<file path="config.mk">
export PLATFORM = sky130hd
export DESIGN_NAME = spi_master_param
export DESIGN_NICKNAME = d
export VERILOG_FILES = /design/src/rtl/spi_pkg.sv /design/src/rtl/spi_clk_gen.sv /design/src/rtl/spi_master_param.sv
export SDC_FILE = /design/constraint.sdc
export NUM_CORES = 1
export LEC_CHECK = 0
export CORE_MARGIN = 2
export CORE_UTILIZATION = 47
export DETAILED_ROUTE_END_ITERATION = 8
export PLACE_DENSITY = 0.75
export REMOVE_ABC_BUFFERS = 1
export SYNTH_ARGS = -nofsm -noshare
export SYNTH_HDL_FRONTEND = slang
export SYNTH_HIERARCHICAL = 1
export SYNTH_SLANG_ARGS = --single-unit
</file>
<file path="constraint.sdc">
create_clock -name clk -period 2.6 [get_ports clk]
set_clock_uncertainty 0.15 [all_clocks]
set_input_delay 0.26 -clock clk [delete_from_list [all_inputs] [get_ports clk]]
set_output_delay 0.26 -clock clk [all_outputs]
set_load 0.02 [all_outputs]
</file>
<file path="src/rtl/spi_pkg.sv">
// Shared definitions for the parametrised SPI master.
// State encoding, SPI mode constants and a word-width range check.
package spi_pkg;

    typedef enum logic [2:0] {
        IDLE     = 3'd0,
        SETUP    = 3'd1,
        TRANSFER = 3'd2,
        HOLD     = 3'd3,
        DONE     = 3'd4
    } state_t;

    // SPI modes as {cpol, cpha}
    localparam logic [1:0] MODE0 = 2'b00;
    localparam logic [1:0] MODE1 = 2'b01;
    localparam logic [1:0] MODE2 = 2'b10;
    localparam logic [1:0] MODE3 = 2'b11;

    localparam int DATA_W_MIN = 2;
    localparam int DATA_W_MAX = 32;

    function automatic bit data_w_ok(input int w);
        return (w >= DATA_W_MIN) && (w <= DATA_W_MAX);
    endfunction

endpackage

</file>
<file path="src/rtl/spi_clk_gen.sv">
// SCLK generator: divides clk by CLK_DIV per half-period while enabled.
// Ports: clk, reset, enable, cpol in; spi_clk, lead_stb, trail_stb, last_edge out.
module spi_clk_gen #(
    parameter int DATA_W  = 8,
    parameter int CLK_DIV = 4
) (
    input  logic clk,
    input  logic reset,
    input  logic enable,
    input  logic cpol,
    output logic spi_clk,
    output logic lead_stb,
    output logic trail_stb,
    output logic last_edge
);

    localparam int DIV_W  = (CLK_DIV > 1) ? $clog2(CLK_DIV) : 1;
    localparam int EDGE_W = $clog2(2 * DATA_W);

    logic [DIV_W-1:0]  div_cnt;
    logic [EDGE_W-1:0] edge_cnt;
    logic              phase;
    logic              tick;

    // tick marks the clk edge on which SCLK toggles
    assign tick = enable && (div_cnt == DIV_W'(CLK_DIV - 1));

    always_ff @(posedge clk) begin
        if (reset || !enable) begin
            div_cnt  <= '0;
            edge_cnt <= '0;
            phase    <= 1'b0;
        end else if (tick) begin
            div_cnt  <= '0;
            edge_cnt <= edge_cnt + 1'b1;
            phase    <= ~phase;
        end else begin
            div_cnt  <= div_cnt + 1'b1;
        end
    end

    // Even-numbered toggles move away from the idle level
    assign lead_stb  = tick && !edge_cnt[0];
    assign trail_stb = tick && edge_cnt[0];
    assign last_edge = tick && (edge_cnt == EDGE_W'(2 * DATA_W - 1));
    // phase is cleared outside TRANSFER, so SCLK follows cpol immediately
    assign spi_clk   = cpol ^ phase;

endmodule

</file>
<file path="src/rtl/spi_master_param.sv">
// Parametrised SPI master: one DATA_W-bit MSB-first word per start.
// Ports: start/data_wr/cs_sel/cpol/cpha request; busy/done/data_rd status; SPI pins.
module spi_master_param
    import spi_pkg::*;
#(
    parameter int DATA_W  = 8,
    parameter int CLK_DIV = 4,
    parameter int NUM_CS  = 1,
    localparam int CS_W   = (NUM_CS > 1) ? $clog2(NUM_CS) : 1
) (
    input  logic              clk,
    input  logic              reset,
    input  logic              start,
    input  logic [DATA_W-1:0] data_wr,
    input  logic [CS_W-1:0]   cs_sel,
    input  logic              cpol,
    input  logic              cpha,
    output logic              busy,
    output logic              done,
    output logic [DATA_W-1:0] data_rd,
    output logic              spi_clk,
    output logic [NUM_CS-1:0] cs_n,
    output logic              mosi,
    input  logic              miso,
    output logic [2:0]        state
);

    localparam int DIV_W = (CLK_DIV > 1) ? $clog2(CLK_DIV) : 1;

    if (!data_w_ok(DATA_W)) begin : g_bad_data_w
        $error("spi_master_param: DATA_W out of range 2..32");
    end

    state_t              st;
    state_t              st_nx;
    logic                accept;
    logic [DIV_W-1:0]    wait_cnt;
    logic                wait_done;
    logic [CS_W-1:0]     cs_q;
    logic                cpol_q;
    logic                cpha_q;
    logic [DATA_W-1:0]   tx_sr;
    logic [DATA_W-1:0]   rx_sr;
    logic                lead_stb;
    logic                trail_stb;
    logic                last_edge;
    logic                shift_stb;
    logic                sample_stb;

    spi_clk_gen #(
        .DATA_W  (DATA_W),
        .CLK_DIV (CLK_DIV)
    ) u_clk_gen (
        .clk       (clk),
        .reset     (reset),
        .enable    (st == TRANSFER),
        .cpol      (cpol_q),
        .spi_clk   (spi_clk),
        .lead_stb  (lead_stb),
        .trail_stb (trail_stb),
        .last_edge (last_edge)
    );

    // Requests to a non-existent slave are dropped
    assign accept    = (st == IDLE) && start && (int'(cs_sel) < NUM_CS);
    assign wait_done = (wait_cnt == DIV_W'(CLK_DIV - 1));

    // cpha=0 pre-loads the MSB, so the final trailing edge must not shift
    assign shift_stb  = cpha_q ? lead_stb : (trail_stb && !last_edge);
    assign sample_stb = cpha_q ? trail_stb : lead_stb;

    always_ff @(posedge clk) begin
        if (reset) st <= IDLE;
        else       st <= st_nx;
    end

    always_comb begin
        st_nx = st;
        unique case (st)
            IDLE:     if (accept)    st_nx = SETUP;
            SETUP:    if (wait_done) st_nx = TRANSFER;
            TRANSFER: if (last_edge) st_nx = HOLD;
            HOLD:     if (wait_done) st_nx = DONE;
            DONE:                    st_nx = IDLE;
            default:                 st_nx = IDLE;
        endcase
    end

    always_ff @(posedge clk) begin
        if (reset) begin
            wait_cnt <= '0;
            cs_q     <= '0;
            cpol_q   <= 1'b0;
            cpha_q   <= 1'b0;
            tx_sr    <= '0;
            rx_sr    <= '0;
            mosi     <= 1'b0;
            data_rd  <= '0;
        end else begin
            if ((st == SETUP || st == HOLD) && !wait_done)
                wait_cnt <= wait_cnt + 1'b1;
            else
                wait_cnt <= '0;

            if (accept) begin
                tx_sr  <= data_wr;
                rx_sr  <= '0;
                cs_q   <= cs_sel;
                cpol_q <= cpol;
                cpha_q <= cpha;
                if (!cpha) mosi <= data_wr[DATA_W-1];
            end

            if (shift_stb) begin
                mosi  <= cpha_q ? tx_sr[DATA_W-1] : tx_sr[DATA_W-2];
                tx_sr <= tx_sr << 1;
            end

            if (sample_stb)
                rx_sr <= {rx_sr[DATA_W-2:0], miso};

            if (st == HOLD && wait_done)
                data_rd <= rx_sr;
        end
    end

    always_comb begin
        cs_n = '1;
        if (st == SETUP || st == TRANSFER || st == HOLD) begin
            for (int i = 0; i < NUM_CS; i++)
                if (cs_q == CS_W'(i)) cs_n[i] = 1'b0;
        end
    end

    assign busy  = (st != IDLE);
    assign done  = (st == DONE);
    assign state = st;

endmodule

</file>
==> metrics.cfg, run 1 <==
[min_path]
hold_end = wait_cnt[0]
hold_path.class = flip-flop to flip-flop
min_from = wait_cnt[0]
hold_depth = 1

[logic_synthesis]
ys_ff_latch = 40
yosysUniqueCellTypes = 37
ys_seq_area_share_pct = 43.7
synth_ff_type = dfxtp_1
yosys_warnings = 6
syn_area_um2 = 1830
synthArstFlopShare_pct = 0
synth_edf_count = 0
synth.avg_cell_area_um2 = 9.03
netlist_instances = 203

[floorplan]
die_x_um = 66.5
die_y_um = 66.5
rows = 22
coreArea_um2 = 3720
io_pins = 31
initial_core_util_pct = 49.3
die_area_um2 = 4420

[cells_and_area]
drive_gt1_share_pct = 14.0
insertedDiodeCount = 0
postLayoutCellArea_um2 = 2290
final_common_cell = dfxtp_1
fin_nets = 254
final_cell_mix = dfxtp_1 (40), clkdlybuf4s50_1 (30), nand2_1 (29), a21oi_1 (27), nand3_1 (14)
area_growth_pct = 24.7

[timing]
setup_viol = 0
slew-limit-headroom_pct = 58.6
fmax_mhz = 448
worst_pin_slew_ps = 604
hold_viol = 0
setup-tns-final_ps = 0
whs_ps = 284
rsz0062_at_grt = no
fin_crit_sh_pct = 85.8
min_period_ps = 2230
finalMaxSlewViolations = 0

[setup_path]
rr_worst_depth = 5
reg2reg_from = state[2]
start_kind = flip-flop
required_ps = 2190
crit_fanout = 27
arrival_ps = 1820
r2r_slack_ps = 540
r2r-end = mosi
endpoint_kind = output pin
criticalPathCategory = flip-flop to output pin

[drt]
route.detailed.drc = 0
wire_per_inst_um = 13.7
drt-total-wl_um = 3890
drtIter0Drc = 93
via_per_inst = 5.49
antenna_left = 0
drtPass1Iterations = 4
vias = 1559

[clock_tree]
hold_buffers = 0
insertion_delay_ps = 290
clock_tree.buffer_depth = 2
cts_sinks = 40
root_buffer = clkbuf_8
cts_max_level = 2
post_cts_buffers = 0
clk_pin_slew_worst_paths_ps = 70
cts_made_buffers = 5
cts_tree = built
ctsResizeCount = 0

[run]
cap_violations = 0

[power_and_ir_drop]
p_leak_uw = 0.000797
peakVddDrop_v = 0.000258
power.total_uw = 1170
powerDensity_nw_per_um2 = 511

[status]
status = complete, no violations

[place]
io_buffers = 30
place_area_um2 = 2190
hpwl_um = 2660
gp_congestion = 0.787

[global_route]
grt_max_degree = 28
grt_pass1_wl_um = 6560
antenna_found_initial = 0
grt_pass1_vias = 1447
track_usage_pct = 19.4
grt_overflow = 0

[layout make-up]
class | instances | area (um2)
Sequential cell | 40 | 801
Multi-Input combinational cell | 144 | 927
Tap cell | 48 | 60.1
Fill cell | 340 | 1430
Clock buffer | 7 | 96.3
Inverter | 3 | 11.3
Timing Repair Buffer | 42 | 390
[metal layers]
layer / global-route usage [%] / wire length [um]
met1: 24.9 / 1920
met3: 3.89 / 155
met2: 31.3 / 1750
met4: 8.93 / 61
met5: 0 / 0
[where the power goes]
group / leakage [uW] / switching (uW) / internal [uW]
sequential: 0.000323 / 6.15 / 622
clock: 0.0000503 / 210 / 236
combinational: 0.000423 / 45.6 / 49.5
total: 0.000797 / 261 / 908
[how the worst max path moves through the flow]
stage,from,endpoint,slack (ps),cells after the start
2_1_floorplan,state[1],mosi,120,5
4_1_cts,state[2],done,370,4
3_5_place_dp,cs_sel,tx_sr[5],490,5
3_3_place_gp,cs_sel,tx_sr[4],550,5
5_1_grt,state[2],busy,270,4
6_report,state[2],busy,370,4
[through the flow]
stage	setup WS [ps]	utilization [%]	cells
floorplan	117	-	187
global placement	550	58.9	277
detailed placement	493	58.9	277
CTS	371	61.5	284
global route	266	61.5	284
finish	369	61.5	284
[cells in the mapped netlist, types with 2 or more instances]
cell / count / area (um2)
nand2_1: 29 / 109
o211ai_1: 8 / 60.1
a311oi_2: 8 / 120
nor3_1: 5 / 25.0
clkbuf_1: 8 / 30.0
inv_1: 3 / 11.3
buf_2: 3 / 15.0
ha_1: 3 / 37.5
mux2i_1: 3 / 30.0
o21ai_1: 10 / 50.1
nand3b_1: 2 / 15.0
xor2_1: 2 / 17.5
dfxtp_1: 40 / 801
a21oi_1: 27 / 135
xnor2_1: 2 / 17.5
a21bo_2: 2 / 20.0
or3b_1: 2 / 17.5
nor3b_1: 5 / 37.5
buf_6: 4 / 45.0
nor2_1: 7 / 26.3
nand3_1: 14 / 70.1
[flip-flops by register name (all words and copies together), names as in the netlist, 2 cells and up]
name                flops
tx_sr                   8
u_clk_gen/div_cnt       2
wait_cnt                2
data_rd                 8
rx_sr                   8
u_clk_gen/edge_cnt      4
state                   3
[cells by family (layout without fill, tap and decap cells)]
kind of cell | count (synthesis) | after routing | share of synthesized area, %
AO/OA/AOI/OAI | 60 | 60 | 23.2
AND/OR/NAND/NOR | 73 | 73 | 21.2
multiplexers | 4 | 4 | 2.25
adder cells (fa/ha/maj) | 3 | 3 | 2.05
buffers and inverters | 19 | 52 | 5.73
XOR/XNOR | 4 | 4 | 1.91
flip-flops | 40 | 40 | 43.7
[critical path, cell delays in order (launching register included)]
cell and delay (ps):
dfxtp_1 320, buf_4 220, nor3_1 360, inv_1 80, clkdlybuf4s50_1 550
(Power assumes the default switching activity.)
==> run 2: changes to the inputs <==
Settings changed: CORE_UTILIZATION 47 to 55, DONT_BUFFER_PORTS set to 1, PLACE_DENSITY 0.75 to 0.71, SYNTH_HIERARCHICAL 1 to not set.
==> run 2 against run 1 <==
  * Cell count decreased by 20%
  * Cell area decreased by 15%
  * Utilization increased by 3.0 points
  * Flip-flop and latch count unchanged
  * Hold slack got worse by 270 ps
  * Sequential power increased by 0.8%
  * Clock power increased by 2%
  * Count of clock-buffer cells in the layout unchanged
  * Sequential share of layout area increased by 6.3 points
  * Via count decreased by 15%
  * Critical endpoint is now tx_sr[1]
==> metrics.cfg, run 2 <==
[status]
status = complete, no violations

[clock_tree]
clock_tree.buffer_depth = 2  ; unchanged
insertion_delay_ps = 350  ; +60 ps
cts_made_buffers = 5  ; unchanged
ctsResizeCount = 0  ; unchanged
cts_sinks = 40  ; unchanged
cts_tree = built
post_cts_buffers = 0  ; unchanged
clk_pin_slew_worst_paths_ps = 120  ; +50 ps
root_buffer = clkbuf_4
cts_max_level = 2  ; unchanged

[global_route]
grt_overflow = 0  ; unchanged
track_usage_pct = 20.1  ; +0.67 points
grt_max_degree = 32  ; +14%
grt_pass1_wl_um = 5300  ; -19%
antenna_found_initial = 0  ; unchanged
grt_pass1_vias = 1213  ; -16%

[drt]
route.detailed.drc = 0  ; unchanged
vias = 1329  ; -15%
wire_per_inst_um = 13.9  ; +1.7%
drt-total-wl_um = 3170  ; -18%
antenna_left = 0  ; unchanged
via_per_inst = 5.83  ; +6.2%
drtIter0Drc = 40  ; -57%
drtPass1Iterations = 5  ; +1

[logic_synthesis]
syn_area_um2 = 1700  ; -7.2%
synth_top_area_cell = dfxtp_1
synth_top_area_share_pct = 47.1  ; +3.4 points
synth.avg_cell_area_um2 = 9.30  ; +3.0%
netlist_instances = 183  ; -9.9%
synthMostInstantiatedCell = dfxtp_1
synthArstFlopShare_pct = 0  ; unchanged
synthTopCellsByArea = dfxtp_1 (47%), nand2_1 (8.4%), a311oi_2 (7.1%)
ys_ff_latch = 40  ; unchanged
synth_edf_count = 0  ; unchanged
ys_seq_area_share_pct = 47.1  ; +3.4 points
yosys_warnings = 0  ; -6
synth_ff_type = dfxtp_1
yosysUniqueCellTypes = 38  ; +2.7%
synthTopCellsByCount = dfxtp_1 (40), nand2_1 (38), nor2_1 (25)

[cells_and_area]
fillerInstances = 256  ; -25%
area_growth_pct = 13.8
final_cell_mix = dfxtp_1 (40), nand2_1 (38), nor2_1 (25), dlygate4sd3_1 (12), a21oi_1 (10)
instances_no_fill = 228  ; -20%
fin_util_pct = 64.5  ; +3.0 points
postLayoutCellArea_um2 = 1940  ; -15%
insertedDiodeCount = 0  ; unchanged
multi_input_area_um2 = 837  ; -9.7%
final_common_cell = dfxtp_1
drive_gt1_share_pct = 13.3  ; -0.65 points
fin_nets = 212  ; -17%
reg_top3 = data_rd x8, rx_sr x8, tx_sr x8
final-seq-area_um2 = 801  ; unchanged

[setup_path]
required_ps = 2750  ; +560 ps
worst_path_dominant_cell_family = simple AND/OR/NAND/NOR gates
criticalPathCategory = flip-flop to flip-flop
start_kind = flip-flop
r2r_slack_ps = 170  ; -370 ps
cp_slowest_cell = dlygate4sd3_1
max_stage_delay_ps = 570  ; +20 ps
worstPathCellList = nor3b_4, and2_1, nand2_1, a311oi_2, dlygate4sd3_1
arrival_ps = 2580  ; +760 ps
endpoint_kind = flip-flop
r2r-end = tx_sr[1]
crit_fanout = 11  ; -59%
worst-path-buf-inv = 1  ; -2
rr_worst_depth = 5  ; unchanged
reg2reg_from = state[1]

[place]
gp_congestion = 0.734  ; -6.8%
io_buffers = 0  ; -100%
dp_cells = 207  ; -25%
place_area_um2 = 1700  ; -22%
hpwl_um = 2070  ; -22%

[timing]
setup-tns-final_ps = 0  ; unchanged
worst_pin_slew_ps = 623  ; +19.7 ps
min_period_ps = 2430  ; +199 ps
fin_crit_sh_pct = 93.4  ; +7.6 points
slew-limit-headroom_pct = 58.0  ; -0.60 points
fmax_mhz = 412  ; -8.2%
rsz0062_at_grt = no
hold_viol = 0  ; unchanged
finalMaxSlewViolations = 0  ; unchanged
setup_viol = 0  ; unchanged

[floorplan]
die_x_um = 59.6  ; -10%
die_y_um = 59.6  ; -10%
die_area_um2 = 3550  ; -20%
io_pins = 31  ; unchanged
initial_core_util_pct = 56.7  ; +7.3 points
coreArea_um2 = 3000  ; -19%
rows = 20  ; -9.1%

[power_and_ir_drop]
power.total_uw = 1150  ; -1.2%
powerDensity_nw_per_um2 = 596  ; +17%
p_leak_uw = 0.000699  ; -12%
peakVddDrop_v = 0.000339  ; +31%

[min_path]
hold_path.class = input pin to flip-flop
min_from = reset
hold_depth = 2  ; +1
hold_end = tx_sr[6]

[run]
cap_violations = 0  ; unchanged

[run 2: logic make-up (layout without fill, tap and decap cells)]
| kind of cell | after synthesis | in the layout | share of synthesized area (%) |
|---|---|---|---|
| AOI/OAI and AO/OA | 32 | 32 | 17.6 |
| xor gates and xnor gates | 7 | 7 | 4.04 |
| adders and majority gates | 3 | 3 | 2.21 |
| buffers and inverters | 13 | 25 | 3.75 |
| DFF | 40 | 40 | 47.1 |
| muxes | 2 | 2 | 1.18 |
| and+or+nand+nor | 86 | 86 | 24.2 |
[run 2: how the worst max path moves through the flow]
| stage | startpoint | endpoint | depth (start not counted) |
|---|---|---|---|
| global placement | u_clk_gen.div_cnt[0] | mosi | 6 |
| CTS | state[1] | mosi | 5 |
| global route | state[1] | mosi | 5 |
| finish | state[1] | tx_sr[1] | 5 |
| floorplan | u_clk_gen.edge_cnt[0] | mosi | 5 |
| detailed placement | u_clk_gen.div_cnt[0] | mosi | 6 |
[run 2: worst register-to-register path, cell delays in order, from the launching register on]
cell	delay, ps
dfxtp_1	500
nor3b_4	330
and2_1	420
nand2_1	140
a311oi_2	260
dlygate4sd3_1	570
[run 2: layout make-up]
| cell class | instances | area share [%] |
|---|---|---|
| clock inverter | 1 | 1.55 |
| tap | 33 | 2.13 |
| multi-input combinational | 130 | 43.2 |
| inverter | 2 | 0.388 |
| sequential | 40 | 41.3 |
| clock buffer | 7 | 3.36 |
| timing repair buffer | 15 | 8.01 |
[run 2: timing repair]
| item | CTS | global route |
|---|---|---|
| endpoints found under the setup margin | 0 | 0 |
| hold buffers | 13 | 0 |
| hold endpoints to repair | 32 | 0 |
[run 2: routing by layer]
layer  track usage (%)  up-vias  wire [um]
li1                  -      659          -
met1              23.1      634       1400
met2              34.7       30       1570
met3              6.99        6        139
met4              6.67        0         60
met5                 0        -          0
[run 2: per-stage QoR]
| step | hold slack (ps) | setup WS (ps) |
|---|---|---|
| after detailed placement | 184 | 655 |
| after global placement | 182 | 721 |
| after global routing | 8.21 | 64.7 |
| final | 13.3 | 171 |
| after floorplan | 178 | 675 |
| after CTS | 11.5 | 183 |
[run 2: where the power goes]
part	switching, uW	total (uW)	internal, uW
registers	10.7	633	622
clock network	198	454	255
logic	35.7	68.1	32.4
==> run 3: changes to the inputs <==
Settings changed: SKIP_LAST_GASP set to 1.
==> results of run 3 <==
Same layout as run 2: the final DEF is identical, and so are final timing and power.
==> RTL change: new RTL, settings of run 1 <==
`CLK_DIV` is set to 4 in 2 places; all go to 8.
--- a/src/rtl/spi_clk_gen.sv
+++ b/src/rtl/spi_clk_gen.sv
@@ -2,7 +2,7 @@
 // Ports: clk, reset, enable, cpol in; spi_clk, lead_stb, trail_stb, last_edge out.
 module spi_clk_gen #(
     parameter int DATA_W  = 8,
-    parameter int CLK_DIV = 4
+    parameter int CLK_DIV = 8
 ) (
     input  logic clk,
     input  logic reset,
--- a/src/rtl/spi_master_param.sv
+++ b/src/rtl/spi_master_param.sv
@@ -4,7 +4,7 @@
     import spi_pkg::*;
 #(
     parameter int DATA_W  = 8,
-    parameter int CLK_DIV = 4,
+    parameter int CLK_DIV = 8,
     parameter int NUM_CS  = 1,
     localparam int CS_W   = (NUM_CS > 1) ? $clog2(NUM_CS) : 1
 ) (
Check against the original RTL: not equivalent (Yosys sat finds a counterexample within 10 cycles, from zero or initial values and one cycle with reset high).
==> RTL change against run 1 <==
Combinational power shrank 8.1%; die area is the same; area after synthesis is the same; clock power shrank 5.4%; synthesized cell count grew 2.5%; cell count grew 0.70%; setup slack gained 0.067 ns; sequential cell count grew 2; final area shrank 1.1%; power is essentially flat; wire length shrank 5.7%; worst hold slack lost 0.0090 ns.
==> RTL change: results (changes against run 1) <==
| Metric | Value |
|---|---|
| NonClk Buf Share | 16.3% (was 17.1%) |
| Leak Pwr | 0.810 nW (was 0.797 nW) |
| Filler Cell Count | 360 (was 340) |
| Slowest-stage cell, CP | or3b_1 (was clkdlybuf4s50_1) |
| Post-synthesis cell type count | 36 (was 37) |
| Post-route worst setup slack | 0.436 ns (was 0.369 ns) |
| Multi-input gate area | 896 um^2 (was 927 um^2) |
| Placed cell count | 278 (was 277) |
| End of the critical path | tx_sr[6]$_SDFFE_PP0P_ (was busy) |
| Final hold slack | 0.275 ns (was 0.284 ns) |
| Int Power | 911 uW (was 908 uW) |
| Max FO, Critical Path | 10 (was 27) |
| Max incr delay on CP | 0.51 ns (was 0.55 ns) |
| Layout clock area frac | 4.04% (was 4.21%) |
| Register area | 841 um^2 (was 801 um^2) |
| DP Wirelength | 2570 um (was 2660 um) |
| Crit path arrival time | 2.21 ns (was 1.82 ns) |
| Commonest cells in the netlist | dfxtp_1 (42), nand2_1 (30), a21oi_1 (27), o21ai_0 (12), nand3_1 (11) (was dfxtp_1 (40), nand2_1 (29), a21oi_1 (27), nand3_1 (14), o21ai_1 (10)) |
| First-pass GRT wire length | 6490 um (was 6560 um) |
| Initial antenna violation count | 0 (unchanged) |
| Post-Layout Cell Count | 286 (was 284) |
| Nets | 257 (was 254) |
| CTS Sinks | 42 (was 40) |
| GP Congestion | 0.832 (was 0.787) |
| Sequential share of power | 56.5% (was 53.7%) |
| DP Worst Slack | 0.448 ns (was 0.493 ns) |
| Synthesized instance count | 208 (was 203) |
| Worst setup path class | flop to flop (was flop to primary output) |
| Seq power | 661 uW (was 628 uW) |
| Status | complete, no violations (unchanged) |
| Finished Cell Area | 2260 um^2 (was 2290 um^2) |
| #MultiIn Comb | 148 (was 144) |
| Number of global-route vias before repair | 1494 (was 1447) |
| Worst slew pin tran | 0.714 ns (was 0.604 ns) |
| Layout cells sized above 1 | 8.40% (was 14.0%) |
| Clk. pwr | 422 uW (was 446 uW) |
| Largest net degree at the start of global routing | 21 (was 28) |
| DP Area | 2170 um^2 (was 2190 um^2) |
| Post-CTS Setup Bufs | 0 (unchanged) |
| Buffers excl. clock | 39 (was 42) |
| Gr usage total | 19.4% (about the same) |
| DR vias | 1601 (was 1559) |
| Post-synthesis sequential area ratio | 45.9% (was 43.7%) |
| Max VDD drop | 0.000211 V (was 0.000258 V) |
[RTL change: cell count changes in the layout (fill, tap and decap cells not counted), moves of 3 or more]
| cell | before | now |
|---|---|---|
| a311oi_1 | 0 | 8 |
| a311oi_2 | 8 | 0 |
| buf_4 | 12 | 9 |
| nand3_1 | 14 | 11 |
| nor3_1 | 5 | 2 |
| o21ai_0 | 1 | 12 |
| o21ai_1 | 10 | 0 |
[RTL change: cells by family after synthesis]
logic type,share of synthesized area (%)
mux,2.25
flops,45.9
buf+inv,5.26
simple gates,21.2
xor+xnor,1.91
compound gates,20.1
fa+ha+maj,3.41
[RTL change: how the worst min path moves through the flow]
stage,from,to,depth (start not counted)
CTS,u_clk_gen/div_cnt[0]$_SDFF_PP0_,u_clk_gen/div_cnt[0]$_SDFF_PP0_,1
floorplan,reset,cpha_q$_SDFFE_PP0P_,1
global placement,wait_cnt[0]$_SDFF_PP0_,wait_cnt[0]$_SDFF_PP0_,1
global route,u_clk_gen/div_cnt[0]$_SDFF_PP0_,u_clk_gen/div_cnt[0]$_SDFF_PP0_,1
finish,u_clk_gen/div_cnt[0]$_SDFF_PP0_,u_clk_gen/div_cnt[0]$_SDFF_PP0_,1
detailed placement,u_clk_gen/div_cnt[0]$_SDFF_PP0_,u_clk_gen/div_cnt[0]$_SDFF_PP0_,1
[RTL change: critical path, delay by kind of cell, from the launching register on]
family | cells | cell delay [ns]
simple gates | 4 | 1.28
flops | 1 | 0.40
compound gates | 1 | 0.23
[RTL change: metal layers]
layer / wire length (um) / global-route usage [%]
met1: 1700 / 24.5
met2: 1730 / 29.9
met3: 139 / 3.55
met4: 97 / 13.0
met5: 0 / 0
